## config.mk

```make
export PLATFORM = sky130hd
export DESIGN_NAME = uart_freq_cmd_flat
export DESIGN_NICKNAME = d
export VERILOG_FILES = /design/src/rtl/uart_freq_cmd_if.sv /design/src/rtl/uart_freq_cmd.sv /design/src/flat_wrapper.sv
export SDC_FILE = /design/constraint.sdc
export NUM_CORES = 1
export LEC_CHECK = 0
export BUFFER_PORTS_ARGS = -buffer_cell sky130_fd_sc_hd__buf_2
export CORE_MARGIN = 8
export CORE_UTILIZATION = 55
export CTS_BUF_LIST = sky130_fd_sc_hd__clkbuf_16
export DETAILED_ROUTE_END_ITERATION = 7
export GPL_ROUTABILITY_DRIVEN = 1
export HOLD_SLACK_MARGIN = 0.05
export PLACE_DENSITY = 0.85
export SETUP_SLACK_MARGIN = 0.15
export SYNTH_ARGS = -nofsm -noshare
export SYNTH_HDL_FRONTEND = slang
export SYNTH_SLANG_ARGS = --single-unit
```

## constraint.sdc

```tcl
create_clock -name osc_clk -period 2.3 [get_ports osc_clk]
set_input_delay 0.115 -clock osc_clk [delete_from_list [all_inputs] [get_ports osc_clk]]
set_output_delay 0.115 -clock osc_clk [all_outputs]
set_load 0.1 [all_outputs]
```

## src/rtl/uart_freq_cmd_if.sv

```systemverilog
`default_nettype none
// +--------------------------------------------------------------------------+
// | Module      : uart_freq_cmd_if                                           |
// | Description : Bundle between the host-side UART pair / NCO and the       |
// |               uart_freq_cmd byte parser.                                 |
// | Revision    : 1.0  initial release                                       |
// +--------------------------------------------------------------------------+
interface uart_freq_cmd_if;
  logic        i_Rx_DV;
  logic [7:0]  i_Rx_Byte;
  logic        i_Tx_Active;
  logic        i_Tx_Done;
  logic        o_Tx_DV;
  logic [7:0]  o_Tx_Byte;
  logic [63:0] o_phase_inc;
  logic        o_phase_valid;
  logic        o_busy;
  logic        o_err;

  // Environment side: feeds receiver/transmitter status, consumes results.
  modport master (
    output i_Rx_DV, i_Rx_Byte, i_Tx_Active, i_Tx_Done,
    input  o_Tx_DV, o_Tx_Byte, o_phase_inc, o_phase_valid, o_busy, o_err
  );

  // Parser side.
  modport slave (
    input  i_Rx_DV, i_Rx_Byte, i_Tx_Active, i_Tx_Done,
    output o_Tx_DV, o_Tx_Byte, o_phase_inc, o_phase_valid, o_busy, o_err
  );
endinterface
`default_nettype wire

```

## src/rtl/uart_freq_cmd.sv

```systemverilog
`default_nettype none
// +--------------------------------------------------------------------------+
// | Module      : uart_freq_cmd                                              |
// | Description : UART byte command parser. 'F' + 8 bytes loads a 64-bit     |
// |               NCO phase increment (acked with ACK_BYTE), 'Q' reads the   |
// |               current increment back MSB byte first.                     |
// | Revision    : 1.0  initial release                                       |
// +--------------------------------------------------------------------------+
module uart_freq_cmd #(
  parameter logic [63:0] DEFAULT_INC  = 64'h000000204B013556,
  parameter int unsigned TIMEOUT_CLKS = 115500,
  parameter logic [7:0]  ACK_BYTE     = 8'h4B
) (
  input  wire logic      osc_clk,
  input  wire logic      reset,
  uart_freq_cmd_if.slave bus
);

  // Counter only needs to hold TIMEOUT_CLKS-1.
  localparam int unsigned c_TW      = (TIMEOUT_CLKS > 2) ? $clog2(TIMEOUT_CLKS) : 1;
  localparam logic [c_TW-1:0] c_TO_LAST = c_TW'(TIMEOUT_CLKS - 1);

  localparam logic [7:0] c_CMD_F = 8'h46;
  localparam logic [7:0] c_CMD_Q = 8'h51;

  localparam logic [2:0] c_IDLE    = 3'd0;
  localparam logic [2:0] c_LOAD    = 3'd1;
  localparam logic [2:0] c_COMMIT  = 3'd2;
  localparam logic [2:0] c_TX_SEND = 3'd3;
  localparam logic [2:0] c_TX_WAIT = 3'd4;

  logic [2:0]      state_q,  state_d;
  logic [2:0]      bcnt_q,   bcnt_d;
  logic [63:0]     shadow_q, shadow_d;
  logic [c_TW-1:0] tcnt_q,   tcnt_d;
  logic [63:0]     phase_q,  phase_d;
  logic [63:0]     txsh_q,   txsh_d;
  logic [3:0]      txcnt_q,  txcnt_d;
  logic [7:0]      txbyte_q, txbyte_d;

  logic w_send;
  logic w_timeout;
  logic [63:0] w_shift_in;

  assign w_send     = (state_q == c_TX_SEND) && !bus.i_Tx_Active;
  assign w_timeout  = (state_q == c_LOAD) && (tcnt_q == c_TO_LAST) && !bus.i_Rx_DV;
  assign w_shift_in = {shadow_q[55:0], bus.i_Rx_Byte};

  // Next-state logic for the command FSM and its datapath registers.
  always_comb begin
    state_d  = state_q;
    bcnt_d   = bcnt_q;
    shadow_d = shadow_q;
    tcnt_d   = tcnt_q;
    phase_d  = phase_q;
    txsh_d   = txsh_q;
    txcnt_d  = txcnt_q;
    txbyte_d = txbyte_q;
    case (state_q)
      c_IDLE: begin
        if (bus.i_Rx_DV) begin
          if (bus.i_Rx_Byte == c_CMD_F) begin
            state_d  = c_LOAD;
            bcnt_d   = 3'd0;
            tcnt_d   = '0;
            shadow_d = 64'h0;
          end else if (bus.i_Rx_Byte == c_CMD_Q) begin
            txsh_d  = phase_q;
            txcnt_d = 4'd8;
            state_d = c_TX_SEND;
          end
        end
      end
      c_LOAD: begin
        if (bus.i_Rx_DV) begin
          // A byte landing on the timeout cycle still counts.
          shadow_d = w_shift_in;
          bcnt_d   = bcnt_q + 3'd1;
          tcnt_d   = '0;
          if (bcnt_q == 3'd7) begin
            // Increment is written as a whole on the 8th byte, so the
            // COMMIT cycle already presents the new value with its strobe.
            phase_d = w_shift_in;
            state_d = c_COMMIT;
          end
        end else if (w_timeout) begin
          state_d  = c_IDLE;
          shadow_d = 64'h0;
          bcnt_d   = 3'd0;
          tcnt_d   = '0;
        end else begin
          tcnt_d = tcnt_q + 1'b1;
        end
      end
      c_COMMIT: begin
        txsh_d  = {ACK_BYTE, 56'h0};
        txcnt_d = 4'd1;
        state_d = c_TX_SEND;
      end
      c_TX_SEND: begin
        if (w_send) begin
          txbyte_d = txsh_q[63:56];
          txsh_d   = {txsh_q[55:0], 8'h00};
          state_d  = c_TX_WAIT;
        end
      end
      c_TX_WAIT: begin
        if (bus.i_Tx_Done) begin
          txcnt_d = txcnt_q - 4'd1;
          state_d = (txcnt_q == 4'd1) ? c_IDLE : c_TX_SEND;
        end
      end
      default: state_d = c_IDLE;
    endcase
  end

  // State and datapath registers with synchronous reset.
  always_ff @(posedge osc_clk) begin
    if (reset) begin
      state_q  <= c_IDLE;
      bcnt_q   <= 3'd0;
      shadow_q <= 64'h0;
      tcnt_q   <= '0;
      phase_q  <= DEFAULT_INC;
      txsh_q   <= 64'h0;
      txcnt_q  <= 4'd0;
      txbyte_q <= 8'h00;
    end else begin
      state_q  <= state_d;
      bcnt_q   <= bcnt_d;
      shadow_q <= shadow_d;
      tcnt_q   <= tcnt_d;
      phase_q  <= phase_d;
      txsh_q   <= txsh_d;
      txcnt_q  <= txcnt_d;
      txbyte_q <= txbyte_d;
    end
  end

  // Strobes are decoded from state so the DV pulse lands in the first idle
  // cycle of the transmitter; the byte output holds the last sent value.
  assign bus.o_Tx_DV       = w_send;
  assign bus.o_Tx_Byte     = w_send ? txsh_q[63:56] : txbyte_q;
  assign bus.o_phase_inc   = phase_q;
  assign bus.o_phase_valid = (state_q == c_COMMIT);
  assign bus.o_busy        = (state_q != c_IDLE);
  assign bus.o_err         = w_timeout;

endmodule
`default_nettype wire

```

## src/flat_wrapper.sv

```systemverilog
// flat-port wrapper written by rule: the top's interface ports become plain ports
module uart_freq_cmd_flat 
#(
  parameter logic [63:0] DEFAULT_INC  = 64'h000000204B013556,
  parameter int unsigned TIMEOUT_CLKS = 115500,
  parameter logic [7:0]  ACK_BYTE     = 8'h4B
)
  (osc_clk, reset, bus_i_Rx_DV, bus_i_Rx_Byte, bus_i_Tx_Active, bus_i_Tx_Done, bus_o_Tx_DV, bus_o_Tx_Byte, bus_o_phase_inc, bus_o_phase_valid, bus_o_busy, bus_o_err);
  uart_freq_cmd_if bus_i ();
  input  wire logic osc_clk;
  input  wire logic reset;
  input wire logic [$bits(bus_i.i_Rx_DV)-1:0] bus_i_Rx_DV;
  input wire logic [$bits(bus_i.i_Rx_Byte)-1:0] bus_i_Rx_Byte;
  input wire logic [$bits(bus_i.i_Tx_Active)-1:0] bus_i_Tx_Active;
  input wire logic [$bits(bus_i.i_Tx_Done)-1:0] bus_i_Tx_Done;
  output wire logic [$bits(bus_i.o_Tx_DV)-1:0] bus_o_Tx_DV;
  output wire logic [$bits(bus_i.o_Tx_Byte)-1:0] bus_o_Tx_Byte;
  output wire logic [$bits(bus_i.o_phase_inc)-1:0] bus_o_phase_inc;
  output wire logic [$bits(bus_i.o_phase_valid)-1:0] bus_o_phase_valid;
  output wire logic [$bits(bus_i.o_busy)-1:0] bus_o_busy;
  output wire logic [$bits(bus_i.o_err)-1:0] bus_o_err;
  assign bus_i.i_Rx_DV = bus_i_Rx_DV;
  assign bus_i.i_Rx_Byte = bus_i_Rx_Byte;
  assign bus_i.i_Tx_Active = bus_i_Tx_Active;
  assign bus_i.i_Tx_Done = bus_i_Tx_Done;
  assign bus_o_Tx_DV = bus_i.o_Tx_DV;
  assign bus_o_Tx_Byte = bus_i.o_Tx_Byte;
  assign bus_o_phase_inc = bus_i.o_phase_inc;
  assign bus_o_phase_valid = bus_i.o_phase_valid;
  assign bus_o_busy = bus_i.o_busy;
  assign bus_o_err = bus_i.o_err;
  uart_freq_cmd #(.DEFAULT_INC(DEFAULT_INC), .TIMEOUT_CLKS(TIMEOUT_CLKS), .ACK_BYTE(ACK_BYTE)) u_core (.osc_clk(osc_clk), .reset(reset), .bus(bus_i));
endmodule
```

; ---- Yosys cells after proc, flatten, opt, wreduce, memory -nomap -nowiden
; Index checks and enable logic that the tools add are counted.
[totals]
latchBits = 0
output_inout_bits = 76
rom_bits = 0
regBits = 219
inputBits = 13
ramBits = 0
n_memories = 0
[op_classes]
n_lt_le_gt_ge = 0
div = 0
n_eq_ne = 18
reduce_logical = 16
mux = 35
bitwise_logic = 0
addsub = 3
shifts = 0
mul = 0
[op_table]
columns = operator, n
row1 = $mux 64, 4
row2 = $mux 56, 4
row3 = $pmux 64 s3, 1
row4 = $pmux 56 s2, 1
row5 = $mux 17, 4
row6 = $pmux 17 s2, 1
row7 = $mux 3, 11
row8 = $add 17x1->17 const B, 1
row9 = $eq 17x17->1 const B, 1
row10 = $eq 8x7->1 const B, 2
row11 = $mux 4, 4
row12 = $pmux 3 s5, 1
row13 = $pmux 4 s3, 1
row14 = $reduce_and 5->1, 2
row15 = $reduce_bool 3->1, 3
row16 = $mux 8, 1
row17 = $eq 3x2->1 const B, 2
row18 = $eq 3x3->1 const B, 2
row19 = $ne 2x1->1 const B, 3
row20 = $ne 2x2->1 const B, 3
row21 = $ne 3x3->1 const B, 2
row22 = $pmux 3 s2, 1
row23 = $reduce_and 3->1, 2
row24 = $reduce_and 6->1, 1
row25 = 11 further kinds, 14

; ---- Longest topological paths before layout
; Gate-level depths: netlist of run 1.
[depth]
ltp_word = 6
mapped_depth = 8

; ---- Least setup slack after synthesis of run 1
; No wires, ideal clock.
[synth_path]
path_type = register -> output
startpoint = register u_core.tcnt_q[0]
endpoint = output port bus_o_err
path_stages_with_launch = 5
arrival_ps = 3026
required_time_ps = 2185
n_path_buf = 0
path_slack_ps = -841
path_cell_list = dfxtp_1 > ha_1 > and4_1 > nand4_1 > nor3_1
[synth_via]
elab_chain_len = 3
[synth_lines]
columns = element, line_no
row1 = "start, declared", uart_freq_cmd.sv:35  ; logic [c_TW-1:0] tcnt_q, tcnt_d;
row2 = "start signal, assigned", uart_freq_cmd.sv:132  ; tcnt_q <= tcnt_d;
row3 = $eq 17x17->1, uart_freq_cmd.sv:46  ; assign w_timeout = (state_q == c_LOAD) && (tcnt_q == c_TO_LAST) && !bus.i_Rx_DV;
row4 = $logic_and 1x1->1 (2 in series), uart_freq_cmd.sv:46
row5 = "end, declared", flat_wrapper.sv:21  ; output wire logic [$bits(bus_i.o_err)-1:0] bus_o_err;
; No other way between the ends.

; ---- Final worst setup path of run 1
[layout_path]
startpoint = register u_core.state_q[2]
endpoint = output port bus_o_Tx_Byte[2]
[layout_via]
elab_chain_len = 3
[layout_lines]
columns = element, line_no
row1 = "start, declared", uart_freq_cmd.sv:32  ; logic [2:0] state_q, state_d;
row2 = "start signal, assigned", uart_freq_cmd.sv:120  ; state_q <= c_IDLE;
row3 = "start signal, assigned", uart_freq_cmd.sv:129  ; state_q <= state_d;
row4 = $eq 3x2->1, uart_freq_cmd.sv:45  ; assign w_send = (state_q == c_TX_SEND) && !bus.i_Tx_Active;
row5 = $logic_and 1x1->1, uart_freq_cmd.sv:45
row6 = $mux 8, uart_freq_cmd.sv:143  ; assign bus.o_Tx_Byte = w_send ? txsh_q[63:56] : txbyte_q;
row7 = "end, declared", flat_wrapper.sv:17  ; output wire logic [$bits(bus_i.o_Tx_Byte)-1:0] bus_o_Tx_Byte;
; No other way between the ends.

==> results.cfg, run 1 <==
[clock_network]
cts_root_buffer = clkbuf_16
cts_tree = built
htreeDepth = 1
clock_latency_ns = 0.50
cts_buffer_depth = 3
cts_buffers = 23
cts.clk_slew.worst_paths_ns = 0.06
clock_sinks = 219

[timing]
min_period_ns = 2.10
finalHoldViolations = 0
worst_slew_margin_rel = 0.588
fmax_mhz = 476
fin_crit_sh = 0.913
fin_skew_ns = 0.0158
worst_pin_slew_ns = 0.618
rsz0062_at_grt = true
setup_viol = 0
maxSlewViolCount = 0

[finish]
layout_commonest_cell = dfxtp_1
num_antenna_cells = 0
areaGrowthSynthToFinish_pct = 21.0
fillers = 1111
final_cell_mix = dfxtp_1 (214), nand2_1 (203), nor2_1 (79), buf_2 (77), a21oi_1 (71)
fin_util = 0.683
design_area_um2 = 10400
fin_nets = 1061
instances_no_fill = 1247
drive_gt1_frac = 0.183

[drt]
dr.pass1.iters = 7
viasPerCell = 6.08
ant_nets = 0
drt-initial-drc-count = 811
drc_errors = 0
wl_mm = 23.2
num_vias = 7580
wl_per_cell_um = 18.6

[synthesis]
ys_types = 51
synth_async_sr_flop_share = 0
synth.avg_cell_area_um2 = 8.86
ys_seq_area_frac = 0.511
ys_seq_elements = 219
syn_area_um2 = 8580
synth_warnings = 0
syn-num-nets = 986
synth_enable_flop_cells = 0
synth_ff_type = dfxtp_1
synth_cells = 968

[floorplanning]
core_um2 = 15200
die_h_um = 141
start_util = 0.564
io_pins = 89
fp.dieW_um = 141
die_area_um2 = 19800
num_rows = 45

[setup_path]
critPathTopFamily = flip-flops
startpoint_type = flop
crit_slowest_cell = dfxtp_4
cp.arrival_ns = 1.99
critPathMaxStageDelay_ns = 0.40
crit_chain = nand2b_4 > nor3_4 > buf_8 > mux2_4 > buf_12
crit_type = reg2out
end_kind = primary output
crit_required_ns = 2.18
crit_fanout = 12
path_buf_inv = 2

[placed_design]
gp_congestion = 0.853
io_buffers = 88
hpwl_mm = 14.0
placed_area_um2 = 9350
place_inst = 1185

[global_route]
grt_pass1_vias = 7088
grt_overflow = 0
grt_max_degree = 120
grt.total_usage = 0.217
grt_pass1_wl_mm = 36.0
antenna_found_initial = 0

[power_and_ir_drop]
combPwrFrac = 0.252
seqPwrFrac = 0.412
clkPwrFrac = 0.336
p_sw_mw = 3.73
leakage_nw = 3.80
p_int_mw = 7.50
powerDensity_nw_per_um2 = 1080
vdd_ir_drop_max_mv = 0.742
swShare = 0.332

[min_path]
hold_class = in2reg

[status]
status = finished, final reports clean

[run]
drv_cap = 0
[cell usage after synthesis, types with 3 or more instances]
library cell | number | area [um2]
a22o_1 | 58 | 508
nor2_1 | 81 | 304
or3_1 | 8 | 50.1
buf_1 | 3 | 11.3
mux2_2 | 8 | 90.1
buf_2 | 25 | 125
o211ai_1 | 4 | 30.0
nand3b_1 | 14 | 105
nor4_1 | 7 | 43.8
nand2_1 | 203 | 762
and4_1 | 3 | 26.3
a311oi_1 | 54 | 473
clkbuf_1 | 46 | 173
nor3_1 | 7 | 35.0
dfxtp_1 | 219 | 4380
ha_1 | 5 | 62.6
xnor2_1 | 14 | 123
nand3_1 | 66 | 330
a21oi_1 | 71 | 355
nor2b_1 | 10 | 62.6
o21ai_0 | 4 | 20.0
inv_1 | 9 | 33.8
nand4_1 | 5 | 31.3
nor4b_1 | 5 | 43.8
buf_6 | 6 | 67.6
[final cells by class]
class                      instances  area [um2]  share of cell area
sequential                       219        4400               0.424
multi-input combinational        659        3880               0.374
timing repair buffer             131        1060               0.103
clock buffer                      23         576              0.0554
tap                              188         235              0.0227
clock inverter                    18         196              0.0189
inverter                           9        33.8             0.00325
[layer usage]
layer,vias up,share of wire,GRT usage
li1,3563,-,-
met1,3618,0.41,0.269
met2,347,0.49,0.371
met3,52,0.072,0.0419
met4,0,0.027,0.0764
met5,-,0,0
[cells by family (layout without fill, tap and decap cells)]
| kind of cell | after synthesis | count (layout) | synth area share |
|---|---|---|---|
| AOI/OAI and AO/OA | 204 | 204 | 0.177 |
| xor gates and xnor gates | 15 | 15 | 0.0153 |
| DFF | 219 | 219 | 0.511 |
| and+or+nand+nor | 426 | 426 | 0.229 |
| adders and majority gates | 5 | 5 | 0.00729 |
| buffers and inverters | 90 | 181 | 0.0487 |
| muxes | 9 | 9 | 0.0117 |
[through the flow]
stage / hold slack, ns / TNS, ns / setup WS (ns) / total power, mW
2_1_floorplan: 0.239 / -1.67 / -0.175 / 6.64
3_5_place_dp: 0.376 / 0 / 0.0751 / 7.34
4_1_cts: 0.0847 / 0 / 0.158 / 11.1
5_1_grt: 0.122 / 0 / 0.123 / 11.7
6_report: 0.0995 / 0 / 0.199 / 11.2
3_3_place_gp: 0.361 / 0 / 0.146 / 7.25
[power groups by stage]
stage          Combinational [mW]  Clock, mW  Sequential (mW)
2_1_floorplan                2.08          0             4.55
3_3_place_gp                 2.58          0             4.67
3_5_place_dp                 2.65          0             4.69
4_1_cts                      2.72       3.80             4.62
5_1_grt                      3.06       3.96             4.67
6_report                     2.83       3.78             4.63
[flip-flops by register name (all words and copies together) (netlist names)]
signal,flops
u_core.bus.o_phase_inc,64
u_core.txsh_q,64
u_core.shadow_q,56
u_core.tcnt_q,17
u_core.txbyte_q,8
u_core.txcnt_q,4
u_core.bcnt_q,3
u_core.state_q,3
[repair_timing]
action,in CTS,in global routing
setup endpoints to repair,67,97
setup buffers,5,3
hold buffers,10,0
pin swaps,3,2
gates cloned,0,3
resized for setup,10,5
hold endpoints to repair,28,0
[tightest hold or removal path: cells and delay by family]
| family | cells | cell delay, ns |
|---|---|---|
| AOI/OAI and AO/OA | 2 | 0.25 |
| buffers and inverters | 1 | 0.17 |
[final timing paths]
check | depth (start not counted) | slack, ns | end | from
setup / recovery | 5 | 0.20 | bus_o_Tx_Byte[2] | u_core.state_q[2]$_SDFFE_PP0P_
hold / removal | 3 | 0.1 | u_core.bcnt_q[0]$_SDFFE_PP0P_ | bus_i_Rx_DV
setup reg to reg | 7 | 0.21 | u_core.shadow_q[52]$_SDFFE_PP0P_ | u_core.tcnt_q[1]$_SDFFE_PP0P_
hold reg to reg | 2 | 0.45 | u_core.txsh_q[5]$_SDFFE_PP0P_ | u_core.txsh_q[5]$_SDFFE_PP0P_
(Power assumes the default switching activity.)
==> run 2: changes to the inputs <==
CTS_CLUSTER_SIZE = 8   (was not set)
RECOVER_POWER = 100   (was not set)
==> results.cfg, run 2 (synthesis results as in run 1) <==
[placed_design]
hpwl_mm = 14.0
place_ws_ns = 0.0751
placed_area_um2 = 9350
io_buffers = 88
gp_congestion = 0.853

[timing]
fin_hold_ws_ns = 0.107
maxSlewViolCount = 0
worst_slack_ns = 0.156
min_period_ns = 2.14
setup_viol = 0
fmax_mhz = 466
worst_pin_slew_ns = 1.22
fin_crit_sh = 0.932
fin_skew_ns = 0.0101
rsz0062_at_grt = true
worst_slew_margin_rel = 0.192
finalHoldViolations = 0

[finish]
fin_nets = 1081
areaGrowthSynthToFinish_pct = 20.3
final_cell_mix = dfxtp_1 (214), nand2_1 (203), nor2_1 (79), a21oi_1 (72), clkbuf_1 (67)
layout_commonest_cell = dfxtp_1
design_area_um2 = 10300
num_antenna_cells = 0
drive_gt1_frac = 0.127
fillers = 1154

[drt]
drc_errors = 0
dr.pass1.iters = 6
viasPerCell = 6.16
wl_mm = 24.0
ant_nets = 0
wl_per_cell_um = 19.2
num_vias = 7703
drt-initial-drc-count = 814

[power_and_ir_drop]
swShare = 0.331
leakage_nw = 3.60
p_sw_mw = 3.77
p_int_mw = 7.62
combPwrFrac = 0.257
seqPwrFrac = 0.406
vdd_ir_drop_max_mv = 0.804
clkPwrFrac = 0.337
powerDensity_nw_per_um2 = 1100

[min_path]
hold_class = in2reg

[clock_network]
cts_buffers = 31
clock_latency_ns = 0.54
htreeDepth = 1
cts_root_buffer = clkbuf_16
cts.clk_slew.worst_paths_ns = 0.05
cts_buffer_depth = 3
clock_sinks = 219
cts_tree = built

[setup_path]
cp.arrival_ns = 2.03
startpoint_type = flop
crit_fanout = 6
crit_required_ns = 2.18
end_kind = primary output
crit_type = reg2out

[floorplanning]
num_rows = 45
io_pins = 89
start_util = 0.564
die_area_um2 = 19800
core_um2 = 15200
die_h_um = 141
fp.dieW_um = 141

[global_route]
grt_pass1_wl_mm = 36.8
grt.total_usage = 0.223
grt_pass1_vias = 7237
antenna_found_initial = 0
grt_overflow = 0
grt_max_degree = 120

[status]
status = finished, final reports clean

[run]
drv_cap = 0
==> run 2: changes by cell type in the layout (fill, tap and decap cells not counted), moves of 6 or more <==
cell,change
buf_2,-66
buf_6,+8
clkinv_2,-6
clkbuf_16,+8
clkbuf_1,+67
buf_12,-8
==> run 2: cell type report <==
type	count	area [um2]	area share
clock buffer	31	776	0.0752
inverter	9	33.8	0.00327
sequential	219	4400	0.427
timing repair buffer	143	986	0.0956
tap	188	235	0.0228
clock inverter	2	16.3	0.00158
multi-input combinational	659	3870	0.375
==> run 2: power groups by stage <==
stage / Clock [mW] / Combinational [mW] / Sequential (mW)
6_report: 3.84 / 2.93 / 4.63
5_1_grt: 4.02 / 3.18 / 4.66
4_1_cts: 3.85 / 2.80 / 4.61
3_5_place_dp: 0 / 2.65 / 4.69
3_3_place_gp: 0 / 2.58 / 4.67
2_1_floorplan: 0 / 2.08 / 4.55
==> run 2: what timing repair did <==
action	4_1_cts	5_1_grt
setup buffers	8	10
cloned	1	3
endpoints found under the setup margin	67	74
hold buffers	11	0
resized for setup	16	2
pin swaps	4	3
hold endpoints to repair	34	0
==> run 2: worst max-delay path, cell delays in order (launching register included) <==
cell	delay (ns)
dfxtp_4	0.36
nand2b_4	0.17
nor3_4	0.26
buf_6	0.19
mux2_4	0.32
buf_6	0.19
==> run 2: per-stage QoR <==
stage                     utilization  cells  total power [mW]  TNS (ns)
after floorplan                     -    968              6.64     -1.67
final                           0.679   1251              11.4         0
after CTS                       0.682   1238              11.3         0
after global routing            0.679   1251              11.9         0
after detailed placement        0.615   1185              7.34         0
after global placement          0.615   1185              7.25         0
==> run 2: final timing paths <==
check | start | slack, ns | cells past startpoint | end
worst min-delay path | bus_i_Tx_Active | 0.11 | 5 | u_core.state_q[2]$_SDFFE_PP0P_
worst min register to register | u_core.txsh_q[5]$_SDFFE_PP0P_ | 0.45 | 2 | u_core.txsh_q[5]$_SDFFE_PP0P_
worst max register to register | u_core.state_q[0]$_SDFFE_PP0P_ | 0.16 | 7 | u_core.bus.o_phase_inc[35]$_SDFFE_PP0P_
worst max-delay path | u_core.state_q[2]$_SDFFE_PP0P_ | 0.16 | 5 | bus_o_Tx_Byte[2]
==> run 2: per-layer routing <==
| layer | track usage | routed length [um] | part of all wire |
|---|---|---|---|
| met3 | 0.0442 | 1790 | 0.075 |
| met5 | 0 | 0 | 0 |
| met2 | 0.386 | 11900 | 0.49 |
| met1 | 0.272 | 9760 | 0.41 |
| met4 | 0.0730 | 602 | 0.025 |
==> run 3: changes to the inputs <==
PLACE_DENSITY = 0.75   (was 0.85)
clock period = 2.17 ns   (was 2.3 ns; I/O delays follow)
==> results.cfg, run 3 (synthesis results as in run 1) <==
[status]
status = finished, violations left
violations = negative setup slack

[placed_design]
io_buffers = 88
gp_congestion = 0.819
place_inst = 1189
place_ws_ns = 0.0543
hpwl_mm = 14.1
placed_area_um2 = 9430

[setup_path]
worstRegToRegCells = 7
startpoint_type = flop
crit_chain = ha_4 > and4_1 > nand4_1 > a2111oi_4 > nor2_4 > clkbuf_16 > a22o_1
crit_fanout = 9
end_kind = flop
crit_type = reg2reg
reg2reg_to = u_core.shadow_q[22]$_SDFFE_PP0P_
r2r-start = u_core.tcnt_q[0]$_SDFFE_PP0P_
crit_required_ns = 2.59
r2r_slack_ns = -0.01
critPathMaxStageDelay_ns = 0.51
cp.arrival_ns = 2.60
crit_slowest_cell = a2111oi_4
startpoint = u_core.tcnt_q[0]$_SDFFE_PP0P_

[finish]
areaGrowthSynthToFinish_pct = 28.5
design_area_um2 = 11000
final_cell_mix = dfxtp_1 (215), nand2_1 (203), a21oi_1 (63), nor2_1 (61)
drive_gt1_frac = 0.188
instances_no_fill = 1265
layout_commonest_cell = dfxtp_1
fin_nets = 1096
num_antenna_cells = 0
fillers = 1097

[power_and_ir_drop]
combPwrFrac = 0.315
vdd_ir_drop_max_mv = 0.742
clkPwrFrac = 0.308
p_sw_mw = 4.50
leakage_nw = 3.91
swShare = 0.342
powerDensity_nw_per_um2 = 1190
p_int_mw = 8.65
seqPwrFrac = 0.377

[timing]
fin_skew_ns = 0.0208
rsz0062_at_grt = true
finalHoldViolations = 0
worst_slew_margin_rel = 0.195
worst_slack_ns = -0.0123
fmax_mhz = 458
setup_viol = 1
fin_hold_ws_ns = 0.266
maxSlewViolCount = 0
tns_ns = -0.0123
fin_crit_sh = 1.01
min_period_ns = 2.18
worst_pin_slew_ns = 1.21

[drt]
drc_errors = 0
dr.pass1.iters = 6
drt-initial-drc-count = 722
wl_per_cell_um = 20.2
ant_nets = 0
num_vias = 7842
wl_mm = 25.5
viasPerCell = 6.20

[global_route]
use_met3 = 0.0385
antenna_found_initial = 0
busiest_layer = met2
grt_pass1_vias = 7150
grt_use_met2 = 0.378
grt.total_usage = 0.219
grt_max_degree = 75
met1_usage = 0.274
grt_overflow = 0
grt_pass1_wl_mm = 36.3

[clock_network]
clock_latency_ns = 0.54
cts_root_buffer = clkbuf_16
htreeDepth = 1
cts_tree = built
cts_buffer_depth = 3
cts_buffers = 31
clock_sinks = 219
cts.clk_slew.worst_paths_ns = 0.05

[floorplanning]
core_um2 = 15200
io_pins = 89
start_util = 0.564
die_h_um = 141
num_rows = 45
fp.dieW_um = 141
die_area_um2 = 19800

[min_path]
holdPathEnd = u_core.state_q[0]$_SDFFE_PP0P_
hold-path-cell-count = 6
min_from = bus_i_Tx_Active
hold_class = in2reg

[run]
drv_cap = 0
[run 3: final cells by class]
| cell class | instances | area, um2 | share of cell area |
|---|---|---|---|
| Tap cell | 188 | 235 | 0.0213 |
| Timing Repair Buffer | 158 | 1430 | 0.129 |
| Multi-Input combinational cell | 659 | 4140 | 0.376 |
| Clock buffer | 31 | 776 | 0.0704 |
| Inverter | 9 | 46.3 | 0.00420 |
| Clock inverter | 1 | 7.51 | 0.000681 |
| Sequential cell | 219 | 4390 | 0.399 |
[run 3: stage by stage]
stage                util  total power, mW
floorplan               -             7.03
global placement    0.620             7.81
detailed placement  0.620             7.87
CTS                 0.686             12.0
global route        0.725             13.6
finish              0.725             13.1
[run 3: worst max-delay path by stage]
stage,endpoint
floorplan,u_core.txbyte_q[4]$_SDFFE_PP0P_
global placement,u_core.shadow_q[16]$_SDFFE_PP0P_
detailed placement,u_core.shadow_q[27]$_SDFFE_PP0P_
CTS,bus_o_err
global route,bus_o_err
finish,u_core.shadow_q[22]$_SDFFE_PP0P_
[run 3: timing repair]
item,CTS,global route
setup endpoints to repair,79,100
pin swaps,2,99
hold buffers,11,0
hold endpoints to repair,40,0
resized for setup,15,75
buffers inserted,7,14
cloned,1,11
[run 3: power groups by stage]
stage	Combinational, mW	Clock [mW]	Sequential (mW)
2_1_floorplan	2.21	0	4.83
5_1_grt	4.40	4.25	4.99
4_1_cts	3.05	4.08	4.87
3_3_place_gp	2.87	0	4.94
6_report	4.14	4.05	4.95
3_5_place_dp	2.93	0	4.94
[run 3: critical path, delay by kind of cell (launching register included)]
kind	cells	cell delay, ns
AOI/OAI and AO/OA	2	0.75
and+or+nand+nor	3	0.61
DFF	1	0.36
buffers and inverters	1	0.21
adders and majority gates	1	0.14
[run 3: metal layers]
metal	part of all wire	routed length [um]
met2	0.49	12600
met1	0.42	10600
met3	0.065	1650
met5	0	0
met4	0.026	665
